===== src/rtl/incdec_operand_stage_if.sv =====
// incdec_operand_stage_if: operation request handshake plus IncDec operand/result bus.
// master: requester + IncDec side; slave: incdec_operand_stage.
interface incdec_operand_stage_if;
    logic        op_valid;
    logic        op_ready;
    logic [1:0]  op_src;
    logic [1:0]  op_dst;
    logic [1:0]  op_mode;
    logic [15:0] ext_addr;
    logic [7:0]  cbus;
    logic [7:0]  dbus;
    logic        ttb1;
    logic        ttb2;
    logic        ttb3;
    logic [7:0]  adl;
    logic [7:0]  adh;

    modport master (
        output op_valid, op_src, op_dst, op_mode, ext_addr,
        output adl, adh,
        input  op_ready, cbus, dbus, ttb1, ttb2, ttb3
    );

    modport slave (
        input  op_valid, op_src, op_dst, op_mode, ext_addr,
        input  adl, adh,
        output op_ready, cbus, dbus, ttb1, ttb2, ttb3
    );
endinterface


===== src/rtl/incdec_operand_stage.sv =====
// incdec_operand_stage: PC/SP/WZ holder feeding IncDec over cbus/dbus, three-phase sequencer.
// Ports: CLK, RESET (sync, active-high), bus (slave: op handshake, cbus/dbus/ttb, adl/adh),
//   ld_en/ld_sel/ld_data direct load, result, done, pc, sp, wz.
// Option INCDEC_BUSKEEP_EN: cbus/dbus keep the last operand while IDLE instead of 8'h00.
module incdec_operand_stage #(
    parameter logic [15:0] RESET_PC = 16'h0000,
    parameter logic [15:0] RESET_SP = 16'h0000
) (
    input  logic                        CLK,
    input  logic                        RESET,
    incdec_operand_stage_if.slave       bus,
    input  logic                        ld_en,
    input  logic [1:0]                  ld_sel,
    input  logic [15:0]                 ld_data,
    output logic [15:0]                 result,
    output logic                        done,
    output logic [15:0]                 pc,
    output logic [15:0]                 sp,
    output logic [15:0]                 wz
);

    typedef enum logic [1:0] {
        IDLE    = 2'd0,
        DRIVE   = 2'd1,
        CAPTURE = 2'd2
    } state_t;

    state_t      state;
    state_t      state_n;
    logic [15:0] opnd;
    logic [1:0]  dst_q;
    logic [1:0]  mode_q;
    logic [15:0] src_val;
    logic [15:0] cap_val;
    logic [15:0] pc_n;
    logic [15:0] sp_n;
    logic [15:0] wz_n;
    logic        accept;
    logic        cap;
    logic        drv_en;

    // IncDec returns its result inverted.
    assign cap_val = ~{bus.adh, bus.adl};
    assign accept  = bus.op_valid & bus.op_ready;
    assign cap     = (state == CAPTURE);

    always_comb begin
        state_n      = state;
        bus.op_ready = 1'b0;
        bus.ttb1     = 1'b0;
        bus.ttb2     = 1'b0;
        drv_en       = 1'b0;
        unique case (state)
            IDLE: begin
                bus.op_ready = 1'b1;
                if (bus.op_valid) state_n = DRIVE;
            end
            DRIVE, CAPTURE: begin
                drv_en   = 1'b1;
                bus.ttb2 = (mode_q == 2'd1);
                bus.ttb1 = (mode_q == 2'd2);
                state_n  = (state == DRIVE) ? CAPTURE : IDLE;
            end
            default: state_n = IDLE;
        endcase
    end

    assign bus.ttb3 = 1'b0;

`ifdef INCDEC_BUSKEEP_EN
    // opnd only changes on accept, so outside DRIVE/CAPTURE it is the last operand.
    assign bus.cbus = opnd[7:0];
    assign bus.dbus = opnd[15:8];
`else
    assign bus.cbus = drv_en ? opnd[7:0]  : 8'h00;
    assign bus.dbus = drv_en ? opnd[15:8] : 8'h00;
`endif

    always_comb begin
        src_val = pc;
        unique case (bus.op_src)
            2'd0: src_val = pc;
            2'd1: src_val = sp;
            2'd2: src_val = wz;
            2'd3: src_val = bus.ext_addr;
            default: src_val = pc;
        endcase
    end

    // Capture overrides a same-cycle direct load to the same pair.
    always_comb begin
        pc_n = pc;
        sp_n = sp;
        wz_n = wz;
        if (ld_en && ld_sel == 2'd0) pc_n = ld_data;
        if (ld_en && ld_sel == 2'd1) sp_n = ld_data;
        if (ld_en && ld_sel == 2'd2) wz_n = ld_data;
        if (cap && dst_q == 2'd0) pc_n = cap_val;
        if (cap && dst_q == 2'd1) sp_n = cap_val;
        if (cap && dst_q == 2'd2) wz_n = cap_val;
    end

    always_ff @(posedge CLK) begin
        if (RESET) begin
            state  <= IDLE;
            opnd   <= 16'h0000;
            dst_q  <= 2'd0;
            mode_q <= 2'd0;
            result <= 16'h0000;
            done   <= 1'b0;
            pc     <= RESET_PC;
            sp     <= RESET_SP;
            wz     <= 16'h0000;
        end else begin
            state <= state_n;
            done  <= cap;
            pc    <= pc_n;
            sp    <= sp_n;
            wz    <= wz_n;
            if (accept) begin
                opnd   <= src_val;
                dst_q  <= bus.op_dst;
                mode_q <= bus.op_mode;
            end
            if (cap) result <= cap_val;
        end
    end

endmodule


===== src/flat_wrapper.sv =====
// flat-port wrapper written by rule: the top's interface ports become plain ports
module incdec_operand_stage_flat 
#(
    parameter logic [15:0] RESET_PC = 16'h0000,
    parameter logic [15:0] RESET_SP = 16'h0000
)
  (CLK, RESET, ld_en, ld_sel, ld_data, result, done, pc, sp, wz, bus_op_valid, bus_op_src, bus_op_dst, bus_op_mode, bus_ext_addr, bus_adl, bus_adh, bus_op_ready, bus_cbus, bus_dbus, bus_ttb1, bus_ttb2, bus_ttb3);
  incdec_operand_stage_if bus_i ();
  input  logic CLK;
  input  logic RESET;
  input  logic ld_en;
  input  logic [1:0] ld_sel;
  input  logic [15:0] ld_data;
  output logic [15:0] result;
  output logic done;
  output logic [15:0] pc;
  output logic [15:0] sp;
  output logic [15:0] wz;
  input wire logic [$bits(bus_i.op_valid)-1:0] bus_op_valid;
  input wire logic [$bits(bus_i.op_src)-1:0] bus_op_src;
  input wire logic [$bits(bus_i.op_dst)-1:0] bus_op_dst;
  input wire logic [$bits(bus_i.op_mode)-1:0] bus_op_mode;
  input wire logic [$bits(bus_i.ext_addr)-1:0] bus_ext_addr;
  input wire logic [$bits(bus_i.adl)-1:0] bus_adl;
  input wire logic [$bits(bus_i.adh)-1:0] bus_adh;
  output wire logic [$bits(bus_i.op_ready)-1:0] bus_op_ready;
  output wire logic [$bits(bus_i.cbus)-1:0] bus_cbus;
  output wire logic [$bits(bus_i.dbus)-1:0] bus_dbus;
  output wire logic [$bits(bus_i.ttb1)-1:0] bus_ttb1;
  output wire logic [$bits(bus_i.ttb2)-1:0] bus_ttb2;
  output wire logic [$bits(bus_i.ttb3)-1:0] bus_ttb3;
  assign bus_i.op_valid = bus_op_valid;
  assign bus_i.op_src = bus_op_src;
  assign bus_i.op_dst = bus_op_dst;
  assign bus_i.op_mode = bus_op_mode;
  assign bus_i.ext_addr = bus_ext_addr;
  assign bus_i.adl = bus_adl;
  assign bus_i.adh = bus_adh;
  assign bus_op_ready = bus_i.op_ready;
  assign bus_cbus = bus_i.cbus;
  assign bus_dbus = bus_i.dbus;
  assign bus_ttb1 = bus_i.ttb1;
  assign bus_ttb2 = bus_i.ttb2;
  assign bus_ttb3 = bus_i.ttb3;
  incdec_operand_stage #(.RESET_PC(RESET_PC), .RESET_SP(RESET_SP)) u_core (.CLK(CLK), .RESET(RESET), .bus(bus_i), .ld_en(ld_en), .ld_sel(ld_sel), .ld_data(ld_data), .result(result), .done(done), .pc(pc), .sp(sp), .wz(wz));
endmodule

===== config.mk =====
export PLATFORM = sky130hd
export DESIGN_NAME = incdec_operand_stage_flat
export DESIGN_NICKNAME = d
export VERILOG_FILES = /design/src/rtl/incdec_operand_stage_if.sv /design/src/rtl/incdec_operand_stage.sv /design/src/flat_wrapper.sv
export SDC_FILE = /design/constraint.sdc
export NUM_CORES = 1
export LEC_CHECK = 0
export CAP_MARGIN = 20
export CORE_UTILIZATION = 48
export DETAILED_ROUTE_END_ITERATION = 6
export GPL_ROUTABILITY_DRIVEN = 1
export GPL_TIMING_DRIVEN = 1
export PLACE_DENSITY = 0.85
export SETUP_SLACK_MARGIN = 0.5
export SLEW_MARGIN = 0
export SYNTH_ARGS = -nofsm -noshare
export SYNTH_HDL_FRONTEND = slang
export SYNTH_SLANG_ARGS = --single-unit

===== constraint.sdc =====
create_clock -name CLK -period 4.2 [get_ports CLK]
set_input_delay 0.84 -clock CLK [delete_from_list [all_inputs] [get_ports CLK]]
set_output_delay 0.84 -clock CLK [all_outputs]
set_load 0.005 [all_outputs]

# Yosys cells after proc, flatten, opt, wreduce, memory -nomap -nowiden
# Index checks and enable logic that the tools add are counted.
# classes
eq_ne,12
reduce_logical,14
mux,16
bitwise,2
# op_table
op,count
16-bit 2-to-1 mux,6
16-bit one-hot mux with 4 select lines,1
8-bit 2-to-1 mux,2
16-bit NOT,1
"2-bit == test, second input constant",6
"2-bit by 1-bit == test with 1-bit output, second input constant",5
2-bit logical NOT,4
1-bit logical AND,6
2-bit nonzero test,3
1-bit 2-to-1 mux,4
2-bit 2-to-1 mux,2
2-bit one-hot mux with 2 select lines,1
"2-bit != test, second input constant",1
2-bit OR reduction,1
1-bit AND,1
# word_totals
output_inout_bits,85
reg_bits,87

# Depth between registers and ports, before layout
# Gate-level depths: netlist (run 1).
# logic_depth
word_depth,4
ltp_mapped,8
ltp_nobuf,5

# Least setup slack after synthesis (run 1)
# Ideal clock, no wire load.
# synth_path
path_type,input -> register
startpoint,input bus_op_src[0]
endpoint,register u_core.opnd[10]
cell_stages,5
setup_slack_ns,2.186
arrival_time_ns,1.882
cell_sequence,buf_2 buf_4 mux4_2 nand2_1 a21oi_1
# synth_between
elab_chain_cells,2
# synth_lines
item,line,text
start: declaration,flat_wrapper.sv:20,input wire logic [$bits(bus_i.op_src)-1:0] bus_op_src;
"2-bit == test, or another cell as far along",incdec_operand_stage.sv:81,unique case (bus.op_src)
16-bit one-hot mux with 4 select lines *,incdec_operand_stage.sv:81,
end signal: assignment,incdec_operand_stage.sv:121,opnd <= src_val;
end: declaration,incdec_operand_stage.sv:30,logic [15:0] opnd;
# Mark *: on every way between the ends. The rest lies on a longest branch, timed or not.
# A chain may end at the register's enable or synchronous reset.

# Worst setup path after layout (run 1)
# layout_path
startpoint,register u_core.state[0]
endpoint,output bus_ttb1
# layout_between
elab_chain_cells,3
# layout_lines
item,line,text
start: declaration,incdec_operand_stage.sv:28,state_t state;
start signal: assignment,incdec_operand_stage.sv:115,state <= state_n;
2-bit by 1-bit == test with 1-bit output or 2-bit == test (tied branches),incdec_operand_stage.sv:53,unique case (state)
2-bit OR reduction *,incdec_operand_stage.sv:53,
1-bit 2-to-1 mux *,incdec_operand_stage.sv:53,
end: declaration,flat_wrapper.sv:29,output wire logic [$bits(bus_i.ttb1)-1:0] bus_ttb1;
# Marks and branches as above.

==> results of run 1 <==
## metal layers
metal  vias up  wire, µm  global-route usage
li1       1798         -                   -
met1      1846      5130               0.370
met2       216      5960               0.469
met3        28      1060              0.0618
met4         0       257               0.105
met5         -         0                   0
## path summary, 6_finish.rpt
| check | from | end | slack, ps | cells past startpoint |
|---|---|---|---|---|
| worst max-delay path | u_core.state[0]$_SDFFE_PP0P_ | bus_ttb1 | 1300 | 4 |
| worst min-delay path | u_core.opnd[3]$_SDFFE_PP0P_ | u_core.opnd[3]$_SDFFE_PP0P_ | 460 | 2 |
| worst max register to register | u_core.state[0]$_SDFFE_PP0P_ | u_core.pc[7]$_SDFFE_PP0P_ | 1790 | 7 |
| worst min register to register | u_core.opnd[3]$_SDFFE_PP0P_ | u_core.opnd[3]$_SDFFE_PP0P_ | 460 | 2 |
## registers in the layout, indices dropped and copies added, names as in the netlist
name / flops
u_core.done: 1
u_core.result: 16
u_core.opnd: 16
u_core.dst_q: 2
u_core.pc: 16
u_core.state: 2
u_core.sp: 16
u_core.mode_q: 2
u_core.wz: 16
## cells in the final DEF (no fill, tap or decap), types with 10 or more instances in the layout
master and count:
a211oi_1 46, a21oi_1 20, a221oi_1 39, a31oi_1 18, and2_1 18, clkbuf_8 10
clkdlybuf4s50_1 142, dfxtp_1 87, mux4_2 16, nand2_1 60, nor2_1 19, nor2b_1 16
## report_power, final
part           leakage (µW)  internal [µW]  switching, µW
clock              0.000110            352            301
sequential         0.000708            871           36.5
combinational       0.00106            197            163
total               0.00188           1420            500
## synthesized netlist by cell type
| cell | n |
|---|---|
| buf_1 | 2 |
| clkbuf_2 | 1 |
| nand3b_1 | 2 |
| buf_6 | 1 |
| conb_1 | 1 |
| buf_4 | 2 |
| a211oi_1 | 46 |
| mux2i_1 | 1 |
| clkbuf_1 | 23 |
| nor2_1 | 19 |
| nor3b_1 | 1 |
| mux4_2 | 16 |
| and2_1 | 18 |
| a31oi_1 | 18 |
| ha_1 | 3 |
| or3b_1 | 1 |
| nor3b_2 | 1 |
| a221oi_1 | 39 |
| buf_2 | 19 |
| nand2_1 | 60 |
| nor2b_1 | 17 |
| a221oi_2 | 9 |
| nand2b_1 | 1 |
| inv_1 | 3 |
| and3b_1 | 3 |
| a21oi_1 | 20 |
| dfxtp_1 | 87 |
## cells by family after synthesis
| logic type | count (synthesis) | synth area share |
|---|---|---|
| AO/OA/AOI/OAI | 132 | 0.258 |
| AND/OR/NAND/NOR | 123 | 0.148 |
| flip-flops | 87 | 0.434 |
| buffers and inverters | 51 | 0.0577 |
| multiplexers | 17 | 0.0923 |
| adder cells (fa/ha/maj) | 3 | 0.00936 |
| other | 1 | 0.000935 |
## stage by stage
step / hold slack (ps) / util / cells
after floorplan: 432 / - / 414
after global placement: 438 / 0.685 / 618
after detailed placement: 447 / 0.685 / 618
after CTS: 460 / 0.714 / 634
after global routing: 491 / 0.719 / 636
final: 457 / 0.719 / 636
## area by class of cell
| class | count | area [µm²] |
|---|---|---|
| Clock buffer | 11 | 141 |
| Clock inverter | 5 | 81.3 |
| Fill cell | 581 | 2220 |
| Inverter | 3 | 11.3 |
| Multi-Input combinational cell | 276 | 2050 |
| Sequential cell | 87 | 1740 |
| Tap cell | 102 | 128 |
| Timing Repair Buffer | 152 | 1520 |
## worst max-delay path, cell delays in order (launching register included)
cell	delay (ps)
dfxtp_1	370
inv_1	70
ha_1	530
and3b_1	230
clkdlybuf4s50_1	500
==> impl_metrics.yaml, run 1 <==
power:
  p_leak_uw: 0.00188
  power_density_mw_per_mm2: 339
  report.power.total_uw: 1920
  peakVddDrop_v: 0.000163
timing:
  skew_ps: 9.86
  tightestPinTransition_ps: 1020
  relSlewSlack: 0.322
  finalCritPeriodShare: 0.690
  setup_ws_ps: 1300
  setup_viol: 0
  rsz0062_at_grt: "false"
  hold_violations: 0
  fmax_ghz: 0.345
  final_max_slew_viol_count: 0
  setup_tns_ps: 0
  min_period_ps: 2900
placed_design:
  gp_congestion: 0.888
  portBuffers: 143
  hpwl_um: 8600
  pre_cts_ws_ps: 1170
  postPlaceCellArea_mm2: 0.00541
clock_tree:
  cts.clk_slew.worst_paths_ps: 90
  cts_num_sinks: 87
  cts_root_buf: "clkbuf_8"
  post_cts_buffers: 0
  htreeDepth: 3
  cts-buffers-inserted: 9
  worstSkewPairLatency_ps: 360
  clockBufferDepth: 2
  cts_tree: "built"
  cts-hold-fix-buffers: 0
  cts-resized-gates: 0
setup_path:
  cp_max_fo: 18
  arrival_ps: 2060
  start_kind: "register"
  worstPathRequired_ps: 3360
  crit_path_end_kind: "output port"
  path_class: "reg2out"
global_route:
  grt_pass1_vias: 3718
  grt_start_max_net_pins: 56
  grt_pass1_wl_um: 19200
  overflow: 0
  antenna_found_initial: 0
  grt_usage: 0.286
synth:
  seq_area_frac_synth: 0.434
  avgSynthCellArea_um2: 9.69
  syn_area_mm2: 0.00401
  ys_ff_latch: 87
  syn_inst: 414
  synth.yosys.warnings: 0
  yosysTopAreaCellShare: 0.434
  synth_top_area_cell: "dfxtp_1"
  synth_nets: 477
  synth_cell_type_count: 27
  synth_area_leaders: "dfxtp_1, mux4_2, a211oi_1"
routing:
  via_count: 3888
  dr.first_iter.drc_count: 335
  wl_um: 12400
  post_drt_wl_per_cell_um: 19.5
  dr.pass1.iters: 5
  vias_per_cell: 6.11
  drc_errors: 0
  ant_nets: 0
die:
  num_rows: 32
  start_util: 0.509
  chipHeight_um: 93.4
  core_mm2: 0.00789
  num_io_pins: 145
  die_w_um: 93.4
  die_area_mm2: 0.00873
hold_path:
  worst_hold_path_type: "reg2reg"
cells_and_area:
  nets: 592
  area_growth_pct: 41.4
  drive_gt1_frac: 0.0974
  n_antenna_cell: 0
  final_area_mm2: 0.00567
run:
  max_cap_violations: 0
outcome:
  status: "completed"
Power figures use the tool's default switching activity.
==> inputs of run 2 (changes only) <==
- CORE_UTILIZATION: 48 -> 45
- PLACE_DENSITY: 0.85 -> 0.81
- clock period: 4.2 -> 2.8 ns (I/O delays scaled with it)
==> run 2 against run 1 <==
Against the previous run:
- final cell count up 3.1%
- combinational power up 60%
- register-to-register slack worse by 1100 ps
- largest cell class unchanged
- highest routed layer unchanged
- critical endpoint is now bus_dbus[4]
- critical path type unchanged
- clock skew down 6.5 ps
- largest power group unchanged
==> impl_metrics.yaml, run 2 (synthesis results as in run 1) <==
routing:
  ant_nets: 0
  vias_per_cell: 5.93
  post_drt_wl_per_cell_um: 18.9
  dr.pass1.iters: 5
  wl_um: 12400
  drc_errors: 0
  dr.first_iter.drc_count: 217
  via_count: 3893
placed_design:
  gp_congestion: 0.778
  hpwl_um: 8600
  portBuffers: 143
  pre_cts_ws_ps: 509
clock_tree:
  clockBufferDepth: 2
  cts_root_buf: "clkbuf_8"
  cts-buffers-inserted: 9
  cts.clk_slew.worst_paths_ps: 90
  htreeDepth: 3
  worstSkewPairLatency_ps: 370
  cts_num_sinks: 87
  cts_tree: "built"
timing:
  relSlewSlack: 0.471
  setup_viol: 0
  skew_ps: 3.32
  rsz0062_at_grt: "true"
  finalCritPeriodShare: 0.814
  min_period_ps: 2280
  setup_tns_ps: 0
  hold_violations: 0
  tightestPinTransition_ps: 791
  setup_ws_ps: 520
  fmax_ghz: 0.439
  final_max_slew_viol_count: 0
die:
  die_w_um: 96.4
  die_area_mm2: 0.00930
  start_util: 0.462
  num_io_pins: 145
  num_rows: 34
  chipHeight_um: 96.4
  core_mm2: 0.00868
hold_path:
  worst_hold_path_type: "reg2reg"
setup_path:
  rr_startpoint: "u_core.state[0]$_SDFFE_PP0P_"
  crit_path_end_kind: "output port"
  start_kind: "register"
  r2r_setup_slack_ps: 730
  r2r_cells: 7
  reg2reg_to: "u_core.pc[15]$_SDFFE_PP0P_"
  cp_cell_sequence: "inv_1 > ha_4 > buf_4 > buf_4 > and2_1 > dlygate4sd2_1"
  max_stage_delay_ps: 330
  path_class: "reg2out"
  worstSetupStartpoint: "u_core.state[0]$_SDFFE_PP0P_"
  cp_max_fo: 3
  worstPathRequired_ps: 2240
  cp_slowest_cell: "dfxtp_2"
  crit_top_cell: "buf_4"
  arrival_ps: 1720
  endpoint: "bus_dbus[4]"
power:
  p_leak_uw: 0.00212
  power_density_mw_per_mm2: 493
  report.power.total_uw: 2850
  peakVddDrop_v: 0.000371
cells_and_area:
  drive_gt1_frac: 0.130
  area_growth_pct: 44.3
  multi_input_area_mm2: 0.00206
  final_common_cell: "clkdlybuf4s50_1"
  seq_area_mm2: 0.00174
  fillers: 704
  n_antenna_cell: 0
  nets: 606
  final_cell_mix: "clkdlybuf4s50_1, dfxtp_1, nand2_1"
global_route:
  grt_pass1_vias: 3675
  grt_usage: 0.276
  antenna_found_initial: 0
  grt_pass1_wl_um: 19000
  overflow: 0
  grt_start_max_net_pins: 88
run:
  max_cap_violations: 0
outcome:
  status: "completed"
[run 2: cell types whose count changed in the layout (fill, tap and decap cells not counted), sizes merged, moves of 2 or more]
cell / before / now
dlymetal6s2s: 0 / 7
dlygate4sd2: 0 / 11
clkdlybuf4s50: 142 / 124
buf: 10 / 24
inv: 3 / 5
[run 2: area by class of cell]
class,count,area share
inverters,3,0.00195
clock buffers,10,0.0238
clock inverters,6,0.0117
flip-flops and latches,87,0.301
repair buffers,166,0.282
well taps,108,0.0234
multi-input cells,276,0.356
[run 2: power by group]
group / internal, µW / switching, µW
Clock: 441 / 475
Combinational: 324 / 253
Sequential: 1310 / 52.8
Total: 2070 / 781
[run 2: worst min-delay path by stage]
stage | cells past startpoint | from | slack (ps) | end
after global placement | 2 | u_core.opnd[3]$_SDFFE_PP0P_ | 440 | u_core.opnd[3]$_SDFFE_PP0P_
after CTS | 2 | u_core.opnd[1]$_SDFFE_PP0P_ | 460 | u_core.opnd[1]$_SDFFE_PP0P_
final | 2 | u_core.opnd[1]$_SDFFE_PP0P_ | 450 | u_core.opnd[1]$_SDFFE_PP0P_
after floorplan | 2 | u_core.opnd[0]$_SDFFE_PP0P_ | 430 | u_core.opnd[0]$_SDFFE_PP0P_
after global routing | 2 | u_core.opnd[1]$_SDFFE_PP0P_ | 480 | u_core.opnd[1]$_SDFFE_PP0P_
after detailed placement | 2 | u_core.opnd[1]$_SDFFE_PP0P_ | 440 | u_core.opnd[1]$_SDFFE_PP0P_
[run 2: stage by stage]
step	std cells	hold WS (ps)	util	area, µm²
after global routing	656	475	0.667	5790
after detailed placement	634	444	0.634	5500
after floorplan	414	432	-	4010
after global placement	634	439	0.634	5500
after CTS	655	456	0.664	5760
final	656	452	0.667	5790
[run 2: metal layers]
| metal | routed length, µm | vias up | global-route usage |
|---|---|---|---|
| li1 | - | 1825 | - |
| met1 | 5300 | 1871 | 0.361 |
| met2 | 5940 | 178 | 0.450 |
| met3 | 898 | 19 | 0.0493 |
| met4 | 239 | 0 | 0.113 |
| met5 | 0 | - | 0 |
[run 2: worst max-delay path, delay by kind of cell, from the launching register on]
family                     cells  cell delay [ps]
and+or+nand+nor                1              150
DFF                            1              330
buffers and inverters          4              650
adders and majority gates      1              220
[run 2: repair_timing]
item | in CTS | in global routing
resized for setup | 18 | 7
endpoints found under the setup margin | 18 | 7
pin swaps | 1 | 1
setup buffers | 5 | 1
hold buffers | 0 | 0
==> inputs of run 3 (changes only) <==
- clock period: 2.8 -> 2.35 ns (I/O delays scaled with it)
==> run 3 against run 2 <==
Against the previous run:
- flip-flop and latch count unchanged
- global-route usage is 0.42 points lower
- final area grew 1.3%
- largest power group unchanged
- utilization is 0.88 points higher
- first-iteration DRC count decreased by 7.4%
- critical path depth decreased by 1
- non-clock buffer count did not move
==> impl_metrics.yaml, run 3 (synthesis results as in run 1) <==
setup_path:
  cp_top_family: "flip-flops"
  start_kind: "register"
  rr_startpoint: "u_core.state[0]$_SDFFE_PP0P_"
  worstPathRequired_ps: 1880
  arrival_ps: 1420
  cp_max_fo: 7
  path_class: "reg2out"
  cp_cell_sequence: "inv_2 > ha_4 > buf_12 > and3b_1 > buf_2"
  worst-path-buf-inv: 3
  cp_slowest_cell: "dfxtp_2"
  crit_path_end_kind: "output port"
  r2r_cells: 7
  reg2reg_to: "u_core.pc[10]$_SDFFE_PP0P_"
  max_stage_delay_ps: 350
  r2r_setup_slack_ps: 560
timing:
  tightestPinTransition_ps: 613
  fmax_ghz: 0.530
  final_max_slew_viol_count: 0
  min_period_ps: 1890
  setup_viol: 0
  finalCritPeriodShare: 0.802
  relSlewSlack: 0.591
  setup_tns_ps: 0
  hold_violations: 0
  rsz0062_at_grt: "true"
  skew_ps: 16.9
power:
  seqPwrFrac: 0.475
  intPower_uw: 2510
  power_density_mw_per_mm2: 582
  p_leak_uw: 0.00202
  p_sw_frac: 0.264
  clock_power_share: 0.316
  peakVddDrop_v: 0.000332
  power_switching_uw: 901
  combinationalPowerShare: 0.209
clock_tree:
  cts-buffers-inserted: 9
  clockBufferDepth: 2
  cts.clk_slew.worst_paths_ps: 90
  cts_tree: "built"
  cts_root_buf: "clkbuf_8"
  htreeDepth: 3
  cts_num_sinks: 87
  worstSkewPairLatency_ps: 350
outcome:
  status: "completed"
hold_path:
  worst_hold_path_type: "reg2reg"
  whs_path_depth: 2
  min_to: "u_core.opnd[9]$_SDFFE_PP0P_"
  worstHoldStart: "u_core.opnd[9]$_SDFFE_PP0P_"
routing:
  drc_errors: 0
  post_drt_wl_per_cell_um: 18.9
  dr.first_iter.drc_count: 201
  via_count: 3902
  dr.pass1.iters: 5
  wl_um: 12400
  vias_per_cell: 5.95
  ant_nets: 0
die:
  core_mm2: 0.00868
  num_rows: 34
  chipHeight_um: 96.4
  die_w_um: 96.4
  num_io_pins: 145
  die_area_mm2: 0.00930
  start_util: 0.462
cells_and_area:
  instances_no_fill: 656
  fillers: 697
  final_common_cell: "clkdlybuf4s50_1"
  drive_gt1_frac: 0.192
  final_cell_mix: "clkdlybuf4s50_1, dfxtp_1, nand2_1"
  nets: 606
  area_growth_pct: 46.2
  n_antenna_cell: 0
global_route:
  grt_pass1_wl_um: 19000
  antenna_found_initial: 0
  overflow: 0
  grt_usage: 0.272
  grt_pass1_vias: 3770
  grt_start_max_net_pins: 88
placed_design:
  portBuffers: 143
  dp.cells: 633
  gp_congestion: 0.834
  hpwl_um: 8310
run:
  max_cap_violations: 0
## run 3: final cells by class
class	instances	area [µm²]	area share
Clock buffer	12	155	0.0265
Clock inverter	4	53.8	0.00918
Inverter	3	11.3	0.00192
Multi-Input combinational cell	276	2100	0.359
Sequential cell	87	1740	0.297
Tap cell	108	135	0.0230
Timing Repair Buffer	166	1660	0.283
## run 3: what timing repair did
item | CTS | global route
gates cloned | 1 | 0
resized for setup | 95 | 19
setup buffers | 6 | 0
setup endpoints to repair | 19 | 26
pin swaps | 12 | 7
hold buffers | 0 | 0
endpoints found under the hold margin | 0 | 0
## run 3: tightest hold or removal path, stage by stage, from the launching register on
cell     delay, ps
dfxtp_1        320
nand2_1         50
a21oi_1         50
## run 3: worst max-delay path by stage
stage	cells after the start	start	endpoint
after floorplan	5	bus_op_src[0]	u_core.opnd[10]$_SDFFE_PP0P_
after global placement	5	ld_en	u_core.pc[3]$_SDFFE_PP0P_
after detailed placement	5	ld_en	u_core.pc[0]$_SDFFE_PP0P_
after CTS	5	u_core.state[0]$_SDFFE_PP0P_	bus_ttb1
after global routing	5	u_core.state[0]$_SDFFE_PP0P_	bus_ttb1
final	5	u_core.state[0]$_SDFFE_PP0P_	bus_ttb1
## run 3: layer usage
layer / vias to the layer above / share of wire / track usage
met5: - / 0 / 0
met4: 0 / 0.020 / 0.114
met3: 19 / 0.063 / 0.0524
met2: 162 / 0.48 / 0.449
met1: 1898 / 0.43 / 0.347
li1: 1823 / - / -
## run 3: power groups by stage
stage               sequential, µW  combinational [µW]  clock [µW]
global placement              1650                 637           0
CTS                           1620                 702        1090
global route                  1630                 767        1160
floorplan                     1640                 313           0
detailed placement            1650                 655           0
finish                        1620                 714        1080
## run 3: per-stage QoR
| step | power (µW) | worst slack (ps) | area (µm²) | hold WS (ps) | util |
|---|---|---|---|---|---|
| CTS | 3410 | 482 | 5780 | 454 | 0.666 |
| finish | 3410 | 465 | 5860 | 457 | 0.676 |
| floorplan | 1950 | 706 | 4010 | 432 | - |
| global placement | 2280 | 277 | 5520 | 440 | 0.636 |
| global route | 3560 | 412 | 5860 | 491 | 0.676 |
| detailed placement | 2310 | 170 | 5520 | 443 | 0.636 |
